File: config.mk
export PLATFORM = sky130hd
export DESIGN_NAME = datapath_wall
export DESIGN_NICKNAME = d
export VERILOG_FILES = /design/src/rtl/datapath_wall.sv
export SDC_FILE = /design/constraint.sdc
export NUM_CORES = 1
export LEC_CHECK = 0
export BUFFER_PORTS_ARGS = -buffer_cell sky130_fd_sc_hd__buf_4
export CAP_MARGIN = 0
export CORE_MARGIN = 10
export CORE_UTILIZATION = 50
export CTS_BUF_LIST = sky130_fd_sc_hd__clkbuf_16
export CTS_CLUSTER_DIAMETER = 200
export CTS_CLUSTER_SIZE = 8
export DETAILED_ROUTE_END_ITERATION = 16
export PLACE_DENSITY = 0.7
export SYNTH_ARGS = -nofsm -noshare
export SYNTH_HDL_FRONTEND = slang
export SYNTH_SLANG_ARGS = --single-unit
File: constraint.sdc
create_clock -name clk -period 7.1 [get_ports clk]
set_input_delay 0.355 -clock clk [delete_from_list [all_inputs] [get_ports clk]]
set_output_delay 0.355 -clock clk [all_outputs]
set_load 0.1 [all_outputs]
File: src/rtl/datapath_wall.sv
// Wall datapath: decodes wall state codes, owns the wall position and sweeps
// erase / move / draw pixel jobs to the VGA adapter; flags collisions.
module datapath_wall #(
   parameter int         X_START   = 156,
   parameter int         Y_TOP     = 40,
   parameter int         WALL_W    = 4,
   parameter int         WALL_H    = 40,
   parameter int         PLAYER_SZ = 8,
   parameter int         STEP      = 1,
   parameter int         TICK_DIV  = 833333,
   parameter logic [2:0] COLOUR    = 3'b111
) (
   input  logic       clk,
   input  logic       resetn,
   input  logic [3:0] state,
   input  logic [7:0] player_x,
   input  logic [6:0] player_y,
   output logic [7:0] x,
   output logic [6:0] y,
   output logic [2:0] colour,
   output logic       plot,
   output logic       touched,
   output logic [7:0] wall_x
);

   localparam logic [3:0] ST_READY = 4'b0101;
   localparam logic [3:0] ST_MOVE  = 4'b0110;
   localparam logic [3:0] ST_STOP  = 4'b0111;
   localparam logic [3:0] ST_DEL   = 4'b1001;
   localparam int         TW       = (TICK_DIV > 1) ? $clog2(TICK_DIV) : 1;

   typedef enum logic [1:0] {E_IDLE, E_ERASE, E_MOVE, E_DRAW} eng_t;

   eng_t          eng;
   logic [TW-1:0] tick_cnt;
   logic          tick_wrap;
   logic          pending;
   logic          armed;
   logic          start;
   logic [4:0]    col;
   logic [6:0]    row;
   logic [4:0]    col_n;
   logic [6:0]    row_n;
   logic          last_px;
   logic [8:0]    wx9;
   logic [8:0]    px9;
   logic [8:0]    py9;
   logic          hit;

   function automatic logic [7:0] step_sat(input logic [7:0] w);
      return (w < 8'(STEP)) ? 8'd0 : w - 8'(STEP);
   endfunction

   assign tick_wrap = (tick_cnt == TW'(TICK_DIV - 1));
   assign start     = (eng == E_IDLE) && (state == ST_DEL) && armed && pending;
   assign last_px   = (col == 5'(WALL_W - 1)) && (row == 7'(WALL_H - 1));
   assign col_n     = (col == 5'(WALL_W - 1)) ? 5'd0 : col + 5'd1;
   assign row_n     = (col == 5'(WALL_W - 1)) ? row + 7'd1 : row;

   always_ff @(posedge clk or negedge resetn) begin
      if (!resetn) begin
         tick_cnt <= '0;
         armed    <= 1'b0;
         pending  <= 1'b0;
      end else begin
         tick_cnt <= tick_wrap ? '0 : tick_cnt + TW'(1);
         if (state == ST_MOVE)
            armed <= 1'b1;
         else if (state == ST_STOP || state == ST_READY)
            armed <= 1'b0;
         // A fresh tick wins over a clear, so a tick landing on job start is kept
         if (tick_wrap)
            pending <= 1'b1;
         else if (start || (eng == E_IDLE && state == ST_READY))
            pending <= 1'b0;
      end
   end

   always_ff @(posedge clk or negedge resetn) begin
      if (!resetn) begin
         eng    <= E_IDLE;
         wall_x <= 8'(X_START);
         col    <= '0;
         row    <= '0;
         x      <= '0;
         y      <= '0;
         colour <= '0;
         plot   <= 1'b0;
      end else begin
         case (eng)
            E_IDLE: begin
               if (start) begin
                  eng    <= E_ERASE;
                  col    <= '0;
                  row    <= '0;
                  x      <= wall_x;
                  y      <= 7'(Y_TOP);
                  colour <= 3'b000;
                  plot   <= 1'b1;
               end else if (state == ST_READY) begin
                  wall_x <= 8'(X_START);
               end
            end
            E_ERASE: begin
               if (last_px) begin
                  eng  <= E_MOVE;
                  plot <= 1'b0;
               end else begin
                  col <= col_n;
                  row <= row_n;
                  x   <= wall_x + 8'(col_n);
                  y   <= 7'(Y_TOP) + row_n;
               end
            end
            // Output registers load the first draw pixel from the stepped position
            E_MOVE: begin
               wall_x <= step_sat(wall_x);
               eng    <= E_DRAW;
               col    <= '0;
               row    <= '0;
               x      <= step_sat(wall_x);
               y      <= 7'(Y_TOP);
               colour <= COLOUR;
               plot   <= 1'b1;
            end
            E_DRAW: begin
               if (last_px) begin
                  eng  <= E_IDLE;
                  plot <= 1'b0;
               end else begin
                  col <= col_n;
                  row <= row_n;
                  x   <= wall_x + 8'(col_n);
                  y   <= 7'(Y_TOP) + row_n;
               end
            end
            default: eng <= E_IDLE;
         endcase
      end
   end

   // Widened to 9 bits so player_x + PLAYER_SZ - 1 never wraps
   assign wx9 = {1'b0, wall_x};
   assign px9 = {1'b0, player_x};
   assign py9 = {2'b00, player_y};
   assign hit = (wall_x == 8'd0) ||
                ((wx9 <= px9 + 9'(PLAYER_SZ - 1)) &&
                 (px9 <= wx9 + 9'(WALL_W - 1)) &&
                 (9'(Y_TOP) <= py9 + 9'(PLAYER_SZ - 1)) &&
                 (py9 <= 9'(Y_TOP + WALL_H - 1)));

   always_ff @(posedge clk or negedge resetn) begin
      if (!resetn)
         touched <= 1'b0;
      else
         touched <= hit;
   end

endmodule

# == Word level (Yosys, flattened, before mapping) ==
# Cells that the tools add are included.
# word_totals
ff_bits,64
in_bits,21
output_inout_bits,28
word_cells,97
# classes
add_sub_neg,9
magnitude_cmp,5
n_eq_ne,17
n_mux,32
reduce_logical,22
# op_table
op,count
$pmux 7 s3,2
$mux 8,5
$mux 7,5
$pmux 8 s3,1
$add 20x1->20 const B,1
$eq 20x20->1 const B,1
$mux 20,1
$le 8x9->1,2
$pmux 8 s2,1
$mux 5,3
$pmux 5 s3,1
$eq 4x3->1 const B,3
$ne 2x2->1 const B,5
$add 8x2->9 const B,1
$add 8x3->9 const B,1
$add 7x3->8 const B,1
$add 8x5->8,1
$le 6x8->1 const A,1
$logic_and 1x1->1,8
$logic_not 8->1,1
$lt 8x1->1 const B,1
$pmux 2 s4,1
$sub 8x1->8 const B,1
$add 6x7->7 const A,1
other kinds (20),36

# == Longest topological paths before layout ==
# Gate-level depths: netlist (run 1).
# logic_depth
ltp_word,7
mapped_depth,11
mapped_depth_nobuf,11

# == Worst setup path before layout (run 1) ==
# No wires, ideal clock.
# synth_timing
path_type,flip-flop to flip-flop
from,reg wall_x[0]
to,reg touched
setup_time_ps,83
arrival_time_ps,3165
t_required_ps,7017
slack_ps,3852
path_stages_with_launch,12
n_path_buf,1
period_less_slack_ps,3248
cell_sequence,dfrtp_1 -> inv_1 -> ha_1 -> clkbuf_1 -> or3_1 -> xor2_1 -> ha_1 -> a2111oi_0 -> nand2_1 -> a31oi_1 -> o22ai_1 -> o21ai_0
# synth_via
elab_chain_len,6
word_cells_on_any_way,8
cone_classes,add/sub (1); order compare (2); reduce/logical (5)
# synth_rtl
element,line,source
from (decl),23,output logic [7:0] wall_x
from (signal assigned),82,wall_x <= 8'(X_START);
from (signal assigned),101,wall_x <= 8'(X_START);
from (signal assigned),117,wall_x <= step_sat(wall_x);
$add 8x2->9,148,(px9 <= wx9 + 9'(WALL_W - 1)) &&
$le 8x9->1,148,
$logic_and 1x1->1,147,((wx9 <= px9 + 9'(PLAYER_SZ - 1)) &&
$logic_and 1x1->1,148,
$logic_and 1x1->1,149,(9'(Y_TOP) <= py9 + 9'(PLAYER_SZ - 1)) &&
$logic_or 1x1->1 (*),146,assign hit = (wall_x == 8'd0) ||
named net hit,48,logic hit;
to (signal assigned),156,touched <= hit;
to (decl),22,"output logic touched,"
# The timed path passes the listed nets; every way through them passes the cells marked *.
# A chain may end at the register's enable or synchronous reset.

# == Final worst setup path (run 1) ==
# layout_timing
from,reg col[0]
to,reg x[4]
# layout_via
elab_chain_len,5
word_cells_on_any_way,9
cone_classes,add/sub (2); eq/ne (2); mux (3); reduce/logical (2)
# layout_rtl
element,line,source
from (decl),40,logic [4:0] col;
from (signal assigned),109,col <= col_n;
from (signal assigned),131,col <= col_n;
$add 5x1->5 or $eq 5x2->1 (tied branches),"57, 56",
$mux 5,57,assign col_n = (col == 5'(WALL_W - 1)) ? 5'd0 : col + 5'd1;
$add 8x5->8,"111, 133",
$mux 8,"105, 127",
$pmux 8 s3,90,case (eng)
to (signal assigned),96,x <= wall_x;
to (signal assigned),111,x <= wall_x + 8'(col_n);
to (signal assigned),133,x <= wall_x + 8'(col_n);
to (decl),18,"output logic [7:0] x,"
# Parallel ways exist; a longest one is shown, timed or not. The select of a mux whose other input is x is not followed.

==> results.py, run 1 <==
metrics = {
    "run_status": {
        "status": "finished, final reports clean",
    },
    "power": {
        "power_frac_clock": 0.404,
        "p_int_mw": 0.634,
        "p_seq_frac": 0.405,
        "p_sw_mw": 0.273,
        "power_density_nw_per_um2": 191,
        "switching_share": 0.301,
        "peakVddDrop_mv": 0.125,
        "p_leak_nw": 2.11,
        "p_comb_frac": 0.191,
    },
    "yosys": {
        "ys_top_cells_by_area": "dfrtp_1 33%, ha_1 9.4%, xnor2_1 4.7%",
        "synth_cells": 468,
        "ys_warn_count": 0,
        "synth_seq_area_share": 0.360,
        "synth_ff_type": "dfrtp_1",
        "yosys.area.top_type_share": 0.334,
        "yosysUniqueCellTypes": 66,
        "synth_edf_count": 0,
        "yosysMostFrequentCell": "dfrtp_1",
        "synth_commonest_cells": "55 x dfrtp_1, 48 x nor2_1, 42 x nand2_1",
        "postSynthAreaPerCell_sq_um": 8.80,
        "syn_area_sq_um": 4120,
        "async_reset_ff_frac": 1.00,
        "ys_seq_elements": 59,
        "yosysTopAreaCell": "dfrtp_1",
        "syn_nets": 521,
    },
    "final_layout": {
        "drive_above_1_share": 0.156,
        "nets": 557,
        "final_design_area_no_fill_sq_um": 4750,
        "antenna_cells": 0,
        "area_growth_pct": 15.3,
        "seq_area_sq_um": 1480,
        "finish.utilization": 0.584,
        "fillCellCount": 732,
        "multi_input_area_sq_um": 2450,
    },
    "timing": {
        "finalMaxSlewViolations": 0,
        "layout_setup_ws_ns": 4.05,
        "clock.fmax_ghz": 0.328,
        "timing.setup.tns_ns": 0,
        "worst_pin_slew_ns": 0.914,
        "rsz0062_at_grt": "no",
        "fin_worst_skew_ns": 0.00747,
        "post-route-period-util": 0.429,
        "post-route-min-period_ns": 3.05,
        "hold_viol_final": 0,
        "setup_viol": 0,
        "relSlewSlack": 0.390,
        "hold_ws_ns": 0.0948,
    },
    "clock_network": {
        "clockBufferDepth": 2,
        "h-tree-depth": 3,
        "ctsHoldBuffers": 0,
        "cts_tree": "done",
        "clk-insertion-delay-late_ns": 0.32,
        "postCtsSetupBuffers": 0,
        "cts_buffers": 9,
        "post_cts_resized": 0,
        "numClockSinks": 59,
        "cts-root-buf": "clkbuf_16",
        "clkTransAtPathRegs_ns": 0.05,
    },
    "setup_path": {
        "end_kind": "flip-flop",
        "crit_type": "reg2reg",
        "worstRegToRegCells": 9,
        "r2r_slack_ns": 4.05,
        "critPathArrivalTime_ns": 3.21,
        "timing.critical_path.required_ns": 7.26,
        "rr_startpoint": "col[0]",
        "cp_max_fo": 5,
        "r2r_end": "x[4]",
        "start_kind": "flip-flop",
    },
    "route": {
        "vias": 3590,
        "wl_per_cell_um": 16.7,
        "viasPerCell": 5.87,
        "drtPass1Iterations": 5,
        "wirelength_mm": 10.2,
        "remaining_drc_errors": 0,
        "drt_iter0_markers": 287,
        "final_antenna_net_count": 0,
    },
    "place": {
        "postPlaceCellArea_sq_um": 4500,
        "hpwlAfterDp_mm": 7.72,
        "io_buffers": 48,
        "dp_slack_ns": 4.11,
        "gp_congestion": 0.891,
    },
    "die": {
        "io_pins": 49,
        "core_area_sq_um": 8130,
        "die_x_um": 111,
        "start_util": 0.506,
        "die_h_um": 111,
        "dieArea_sq_um": 12300,
        "row_count": 33,
    },
    "global_routing": {
        "grt_use_total": 0.166,
        "grt-ovfl-total": 0,
        "grt_pass1_wl_mm": 17.6,
        "grt_max_degree": 60,
        "grt_pass1_vias": 3597,
        "grt_antenna_before_repair": 0,
    },
    "hold_path": {
        "hp-class": "in2async",
    },
    "run": {
        "max-cap-violations": 0,
    },
}
-- routing by layer --
layer / GRT usage / vias up / share of wire
met5: 0 / - / 0
met4: 0.0313 / 0 / 0.0067
met3: 0.0335 / 9 / 0.049
met2: 0.282 / 115 / 0.49
met1: 0.214 / 1710 / 0.45
li1: - / 1756 / -
-- worst max-delay path, stage by stage (launching register included) --
cell and delay (ns):
dfrtp_1 0.37, ha_1 0.23, nor4b_1 0.73, nor2_1 0.21
ha_1 0.39, a21oi_1 0.25, o21bai_1 0.11, xor2_1 0.15
a221oi_1 0.32, o31ai_1 0.12
-- logic make-up after synthesis --
family	share of synthesized area
adder cells (fa/ha/maj)	0.0991
multiplexers	0.0131
AND/OR/NAND/NOR	0.222
buffers and inverters	0.0456
AO/OA/AOI/OAI	0.173
flip-flops	0.360
XOR/XNOR	0.0872
-- power groups by stage --
stage                     clock network, mW  logic, mW  registers (mW)
final                                 0.366      0.173           0.368
after global routing                  0.391      0.193           0.369
after CTS                             0.375      0.173           0.367
after detailed placement                  0      0.172           0.372
after global placement                    0      0.170           0.372
after floorplan                           0     0.0911           0.402
-- final cells by class --
| cell class | instances | share of cell area |
|---|---|---|
| clock buffer | 9 | 0.0474 |
| sequential | 59 | 0.312 |
| timing repair buffer | 49 | 0.0775 |
| tap | 105 | 0.0277 |
| multi-input combinational | 366 | 0.516 |
| inverter | 19 | 0.0150 |
| clock inverter | 5 | 0.00474 |
-- per-stage QoR --
stage | power (mW) | cells
after CTS | 0.915 | 612
after floorplan | 0.493 | 468
after global routing | 0.953 | 612
final | 0.907 | 612
after global placement | 0.542 | 598
after detailed placement | 0.544 | 598
-- worst max-delay path by stage --
stage,start,endpoint,slack [ns],cells after the start
floorplan,wall_x[0],touched,3.85,11
global placement,wall_x[1],touched,4.21,10
detailed placement,col[0],x[4],4.11,9
CTS,col[0],x[4],4.09,9
global route,wall_x[0],touched,3.81,10
finish,col[0],x[4],4.05,9
-- placed cells by master, fill, tap and decap left out, types with 14 or more instances in the layout --
master and count:
nor2_1 48, nand4_1 15, dfrtp_1 55, inv_1 18, a21oi_1 22, xor2_1 19
nand2_1 42, buf_4 49, o21ai_0 33, ha_1 31, xnor2_1 22, nand3_1 14
-- state kept, by name (all words and copies together) (netlist names) --
register and count:
col 5, row 4, armed 1, plot 1, pending 1, y 7
touched 1, colour 1, tick_cnt 20, wall_x 8, eng 2, x 8
Power figures use the tool's default switching activity.
==> inputs of run 2 (changes only) <==
==> constraint.sdc (replaced) <==
create_clock -name clk -period 3.02 [get_ports clk]
set_input_delay 0.151 -clock clk [delete_from_list [all_inputs] [get_ports clk]]
set_output_delay 0.151 -clock clk [all_outputs]
set_load 0.1 [all_outputs]
==> run 2 against run 1 <==
Cell count increased by 1.6%. Core utilization increased by 1.9 points. Global-route usage increased by 0.41 points. Flip-flop and latch count unchanged. Non-clock buffer count increased by 8. Register-to-register slack got worse by 3.7 ns. Clock power increased to 3.2 times the previous value. Critical path type unchanged. Combinational power increased by 140%. Die area unchanged. Total power increased to 2.7 times the previous value. Critical path depth increased by 1.
==> results.py, run 2 (synthesis results as in run 1) <==
metrics = {
    "timing": {
        "finalMaxSlewViolations": 0,
        "post-route-min-period_ns": 2.67,
        "setup_viol": 0,
        "clock.fmax_ghz": 0.374,
        "hold_viol_final": 0,
        "fin_worst_skew_ns": 0.00766,
        "worst_pin_slew_ns": 0.765,
        "relSlewSlack": 0.490,
        "post-route-period-util": 0.885,
        "rsz0062_at_grt": "no",
        "hold_ws_ns": 0.118,
        "timing.setup.tns_ns": 0,
    },
    "clock_network": {
        "clockBufferDepth": 2,
        "h-tree-depth": 3,
        "numClockSinks": 59,
        "clkTransAtPathRegs_ns": 0.05,
        "post_cts_resized": 0,
        "clk-insertion-delay-late_ns": 0.32,
        "cts-root-buf": "clkbuf_16",
        "cts_buffers": 9,
        "cts_tree": "done",
        "postCtsSetupBuffers": 0,
    },
    "global_routing": {
        "grt_use_total": 0.171,
        "grt_pass1_wl_mm": 17.8,
        "grt_pass1_vias": 3628,
        "grt-ovfl-total": 0,
        "grt_max_degree": 60,
        "grt_antenna_before_repair": 0,
    },
    "route": {
        "viasPerCell": 5.84,
        "drt_iter0_markers": 350,
        "remaining_drc_errors": 0,
        "final_antenna_net_count": 0,
        "wl_per_cell_um": 16.8,
        "vias": 3635,
        "drtPass1Iterations": 4,
        "wirelength_mm": 10.5,
    },
    "setup_path": {
        "end_kind": "flip-flop",
        "timing.critical_path.required_ns": 3.25,
        "start_kind": "flip-flop",
        "cp_max_fo": 9,
        "worstRegToRegCells": 10,
        "critPathArrivalTime_ns": 2.90,
        "crit_type": "reg2reg",
    },
    "hold_path": {
        "hold_path_depth": 3,
        "hp-class": "in2reg",
    },
    "final_layout": {
        "antenna_cells": 0,
        "nets": 565,
        "area_growth_pct": 19.1,
        "layout_commonest_cell": "buf_4",
        "fillCellCount": 706,
        "largest_reg_flops": 20,
        "final_design_area_no_fill_sq_um": 4900,
        "largest_register": "tick_cnt",
        "largestRegisters": "tick_cnt: 20 flops, wall_x: 8 flops, x: 8 flops",
        "drive_above_1_share": 0.174,
        "mostFrequentLayoutCells": "55 x buf_4, 52 x dfrtp_1, 48 x nor2_1",
        "finish.utilization": 0.603,
    },
    "power": {
        "p_leak_nw": 2.18,
        "p_comb_frac": 0.170,
        "p_int_mw": 1.76,
        "peakVddDrop_mv": 0.405,
        "switching_share": 0.276,
        "power_frac_clock": 0.476,
        "total_power_mw": 2.42,
        "power_density_nw_per_um2": 495,
        "p_seq_frac": 0.354,
        "p_sw_mw": 0.668,
    },
    "die": {
        "io_pins": 49,
        "die_x_um": 111,
        "row_count": 33,
        "dieArea_sq_um": 12300,
        "die_h_um": 111,
        "start_util": 0.506,
        "core_area_sq_um": 8130,
    },
    "run": {
        "max-cap-violations": 0,
    },
    "place": {
        "hpwlAfterDp_mm": 7.80,
        "gp_congestion": 0.927,
        "postPlaceCellArea_sq_um": 4550,
        "io_buffers": 48,
    },
    "run_status": {
        "status": "finished, final reports clean",
    },
}
## run 2: per-stage QoR
step | setup WS [ns] | std cells
after global placement | 0.442 | 604
after floorplan | 0.0585 | 468
after CTS | 0.348 | 622
after detailed placement | 0.355 | 604
final | 0.348 | 622
after global routing | 0.0988 | 622
## run 2: cell type report
type,instances,area [sq um],share of cell area
well taps,105,131,0.0268
flip-flops and latches,59,1490,0.303
repair buffers,57,433,0.0883
inverters,19,71.3,0.0145
clock buffers,9,225,0.0459
multi-input cells,366,2450,0.499
clock inverters,7,108,0.0219
## run 2: power by group through the flow
stage               clock, mW  combinational (mW)  sequential [mW]
floorplan                   0               0.214            0.945
global route             1.21               0.453            0.862
global placement            0               0.409            0.869
CTS                      1.17               0.413            0.857
finish                   1.16               0.412            0.858
detailed placement          0               0.409            0.871
## run 2: path summary, 6_finish.rpt
check,endpoint,slack (ns),start
setup / recovery,touched,0.35,wall_x[0]
hold / removal,armed,0.12,state[1]
setup reg to reg,touched,0.35,wall_x[0]
hold reg to reg,tick_cnt[11],0.50,tick_cnt[11]
max in group asynchronous,wall_x[0],2.02,resetn
min in group asynchronous,tick_cnt[17],0.44,resetn
## run 2: per-layer routing
| metal | wire length (um) | GRT usage | up-vias |
|---|---|---|---|
| met5 | 0 | 0 | - |
| met2 | 4910 | 0.272 | 74 |
| met4 | 115 | 0.0642 | 0 |
| li1 | - | - | 1785 |
| met1 | 4940 | 0.223 | 1765 |
| met3 | 490 | 0.0308 | 11 |
## run 2: worst max-delay path, stage by stage (launching register included)
cell,delay [ns]
dfrtp_2,0.43
inv_1,0.10
ha_1,0.31
or3_1,0.39
xor2_1,0.15
ha_1,0.31
a2111oi_0,0.36
nand2_1,0.09
a31oi_1,0.15
o22ai_1,0.09
o21ai_0,0.21
## run 2: what timing repair did
item,4_1_cts,5_1_grt
endpoints found under the hold margin,56,0
setup endpoints to repair,0,0
hold buffers,2,0
==> inputs of run 3 (changes only) <==
--- a/config.mk
+++ b/config.mk
@@ -7,13 +7,13 @@
 export LEC_CHECK = 0
 export BUFFER_PORTS_ARGS = -buffer_cell sky130_fd_sc_hd__buf_4
 export CAP_MARGIN = 0
-export CORE_MARGIN = 10
 export CORE_UTILIZATION = 50
 export CTS_BUF_LIST = sky130_fd_sc_hd__clkbuf_16
 export CTS_CLUSTER_DIAMETER = 200
 export CTS_CLUSTER_SIZE = 8
 export DETAILED_ROUTE_END_ITERATION = 16
-export PLACE_DENSITY = 0.7
+export MAX_ROUTING_LAYER = met4
+export PLACE_DENSITY = 0.73
 export SYNTH_ARGS = -nofsm -noshare
 export SYNTH_HDL_FRONTEND = slang
 export SYNTH_SLANG_ARGS = --single-unit
==> constraint.sdc (replaced) <==
create_clock -name clk -period 2.2 [get_ports clk]
set_input_delay 0.11 -clock clk [delete_from_list [all_inputs] [get_ports clk]]
set_output_delay 0.11 -clock clk [all_outputs]
set_load 0.1 [all_outputs]
==> run 3 against run 2 <==
The run now ends with setup timing left. Cell area up 13%. Sequential share of layout area decreased by 3.1 points. Hold slack got worse by 0.069 ns. Largest cell class unchanged.
==> results.py, run 3 (synthesis results as in run 1) <==
metrics = {
    "route": {
        "wl_per_cell_um": 18.2,
        "remaining_drc_errors": 0,
        "drt_iter0_markers": 379,
        "drtPass1Iterations": 5,
        "wirelength_mm": 12.2,
        "viasPerCell": 6.15,
        "vias": 4111,
        "final_antenna_net_count": 0,
    },
    "final_layout": {
        "area_growth_pct": 34.5,
        "fillCellCount": 582,
        "mostFrequentLayoutCells": "100 x buf_4, 51 x dfrtp_1, 46 x nor2_1",
        "layout_commonest_cell": "buf_4",
        "antenna_cells": 0,
        "largestRegisters": "tick_cnt: 20 flops, wall_x: 8 flops, x: 8 flops",
        "nets": 614,
        "largest_register": "tick_cnt",
        "drive_above_1_share": 0.313,
        "largest_reg_flops": 20,
        "seq_area_sq_um": 1510,
        "multi_input_area_sq_um": 2700,
    },
    "place": {
        "gp_congestion": 0.923,
        "dp_slack_ns": -0.128,
        "io_buffers": 48,
        "hpwlAfterDp_mm": 7.89,
    },
    "setup_path": {
        "critPathArrivalTime_ns": 2.59,
        "cpMaxStageDelayCell": "dfrtp_4",
        "cp_top_family": "simple AND/OR/NAND/NOR gates",
        "path_buf_inv": 1,
        "timing.critical_path.required_ns": 2.45,
        "start_kind": "flip-flop",
        "cp_max_fo": 7,
        "critPathMaxStageDelay_ns": 0.48,
        "crit_type": "reg2reg",
        "end_kind": "flip-flop",
        "path_cells": "buf_4 -> nor2_1 -> nor2_1 -> xnor2_1 -> ha_1 -> nor3_1 -> nor2_1 -> o221ai_1 -> o22ai_1 -> o21ai_1",
        "cp_common_cell": "nor2_1",
    },
    "power": {
        "p_leak_nw": 2.47,
        "power_density_nw_per_um2": 613,
        "p_seq_frac": 0.338,
        "peakVddDrop_mv": 0.451,
        "p_comb_frac": 0.221,
        "total_power_mw": 3.40,
        "power_frac_clock": 0.442,
        "p_int_mw": 2.36,
        "p_sw_mw": 1.04,
        "switching_share": 0.305,
    },
    "clock_network": {
        "clkTransAtPathRegs_ns": 0.06,
        "clockBufferDepth": 2,
        "h-tree-depth": 3,
        "cts_buffers": 9,
        "numClockSinks": 59,
        "cts_tree": "done",
        "cts-root-buf": "clkbuf_16",
        "clk-insertion-delay-late_ns": 0.33,
    },
    "die": {
        "start_util": 0.525,
        "core_area_sq_um": 7850,
        "row_count": 32,
        "dieArea_sq_um": 8600,
        "io_pins": 49,
        "die_h_um": 92.8,
        "die_x_um": 92.8,
    },
    "global_routing": {
        "gr-max-usage-layer": "met2",
        "grt_use_total": 0.280,
        "use_met3": 0.0452,
        "grt_max_degree": 60,
        "met2_usage": 0.444,
        "met1_usage": 0.363,
        "grt_pass1_wl_mm": 18.3,
        "grt_antenna_before_repair": 0,
        "grt-ovfl-total": 0,
        "grt_pass1_vias": 3896,
    },
    "timing": {
        "post-route-min-period_ns": 2.34,
        "finalMaxSlewViolations": 0,
        "rsz0062_at_grt": "yes",
        "setup_viol": 6,
        "relSlewSlack": 0.481,
        "clock.fmax_ghz": 0.428,
        "fin_worst_skew_ns": 0.00941,
        "hold_viol_final": 0,
        "post-route-period-util": 1.06,
        "layout_setup_ws_ns": -0.139,
        "worst_pin_slew_ns": 0.778,
    },
    "run_status": {
        "status": "finished with violations",
        "violations": "setup timing",
    },
    "hold_path": {
        "hp-class": "in2reg",
    },
    "run": {
        "max-cap-violations": 0,
    },
}
## run 3: cell count changes in the layout (fill, tap and decap cells not counted), sizes merged
cell	previous run	this run
clkinv	4	5
buf	55	104
bufinv	3	1
clkbuf	9	10
## run 3: what timing repair did
item / CTS / global route
hold buffers: 2 / 0
gates resized for setup: 15 / 32
pin swaps: 7 / 23
endpoints found under the hold margin: 56 / 0
buffers inserted: 1 / 10
endpoints found under the setup margin: 22 / 26
## run 3: worst paths after layout
kind,end,cells after the start,slack (ns),startpoint
max in group asynchronous,wall_x[1],2,1.21,resetn
setup / recovery,touched,10,-0.14,wall_x[1]
hold / removal,armed,3,0.05,state[1]
hold reg to reg,x[0],2,0.48,x[0]
setup reg to reg,touched,10,-0.14,wall_x[1]
min in group asynchronous,touched,2,0.39,resetn
## run 3: cell type report
cell class              instances  share of cell area
flip-flops and latches         59               0.272
inverters                      19              0.0129
clock buffers                  10              0.0452
well taps                     102              0.0230
repair buffers                106               0.147
multi-input cells             366               0.487
clock inverters                 6              0.0126
## run 3: per-stage QoR
step / instance area, sq um / utilization / TNS, ns / hold WS (ns) / std cells
after global placement: 4900 / 0.625 / -0.281 / 0.237 / 640
final: 5540 / 0.706 / -0.411 / 0.0491 / 668
after floorplan: 4230 / - / -0.464 / -0.186 / 468
after global routing: 5540 / 0.706 / -0.790 / 0.0807 / 668
after detailed placement: 4900 / 0.625 / -0.899 / 0.240 / 640
after CTS: 5330 / 0.679 / -0.136 / 0.0558 / 659
## run 3: tightest hold or removal path, cell delays in order
cell and delay [ns]:
buf_4 0.08, a21oi_1 0.05, a21oi_1 0.10
## run 3: routing by layer
layer  up-vias  part of all wire
met5         -                 0
met2       212              0.49
met4         0             0.034
met1      1978              0.40
met3        49             0.071
li1       1872                 -
## run 3: power by group through the flow
stage / logic (mW) / clock network, mW / registers [mW]
after floorplan: 0.332 / 0 / 1.31
after global placement: 0.653 / 0 / 1.16
after detailed placement: 0.669 / 0 / 1.16
after CTS: 0.685 / 1.50 / 1.15
after global routing: 0.802 / 1.55 / 1.15
final: 0.749 / 1.50 / 1.15
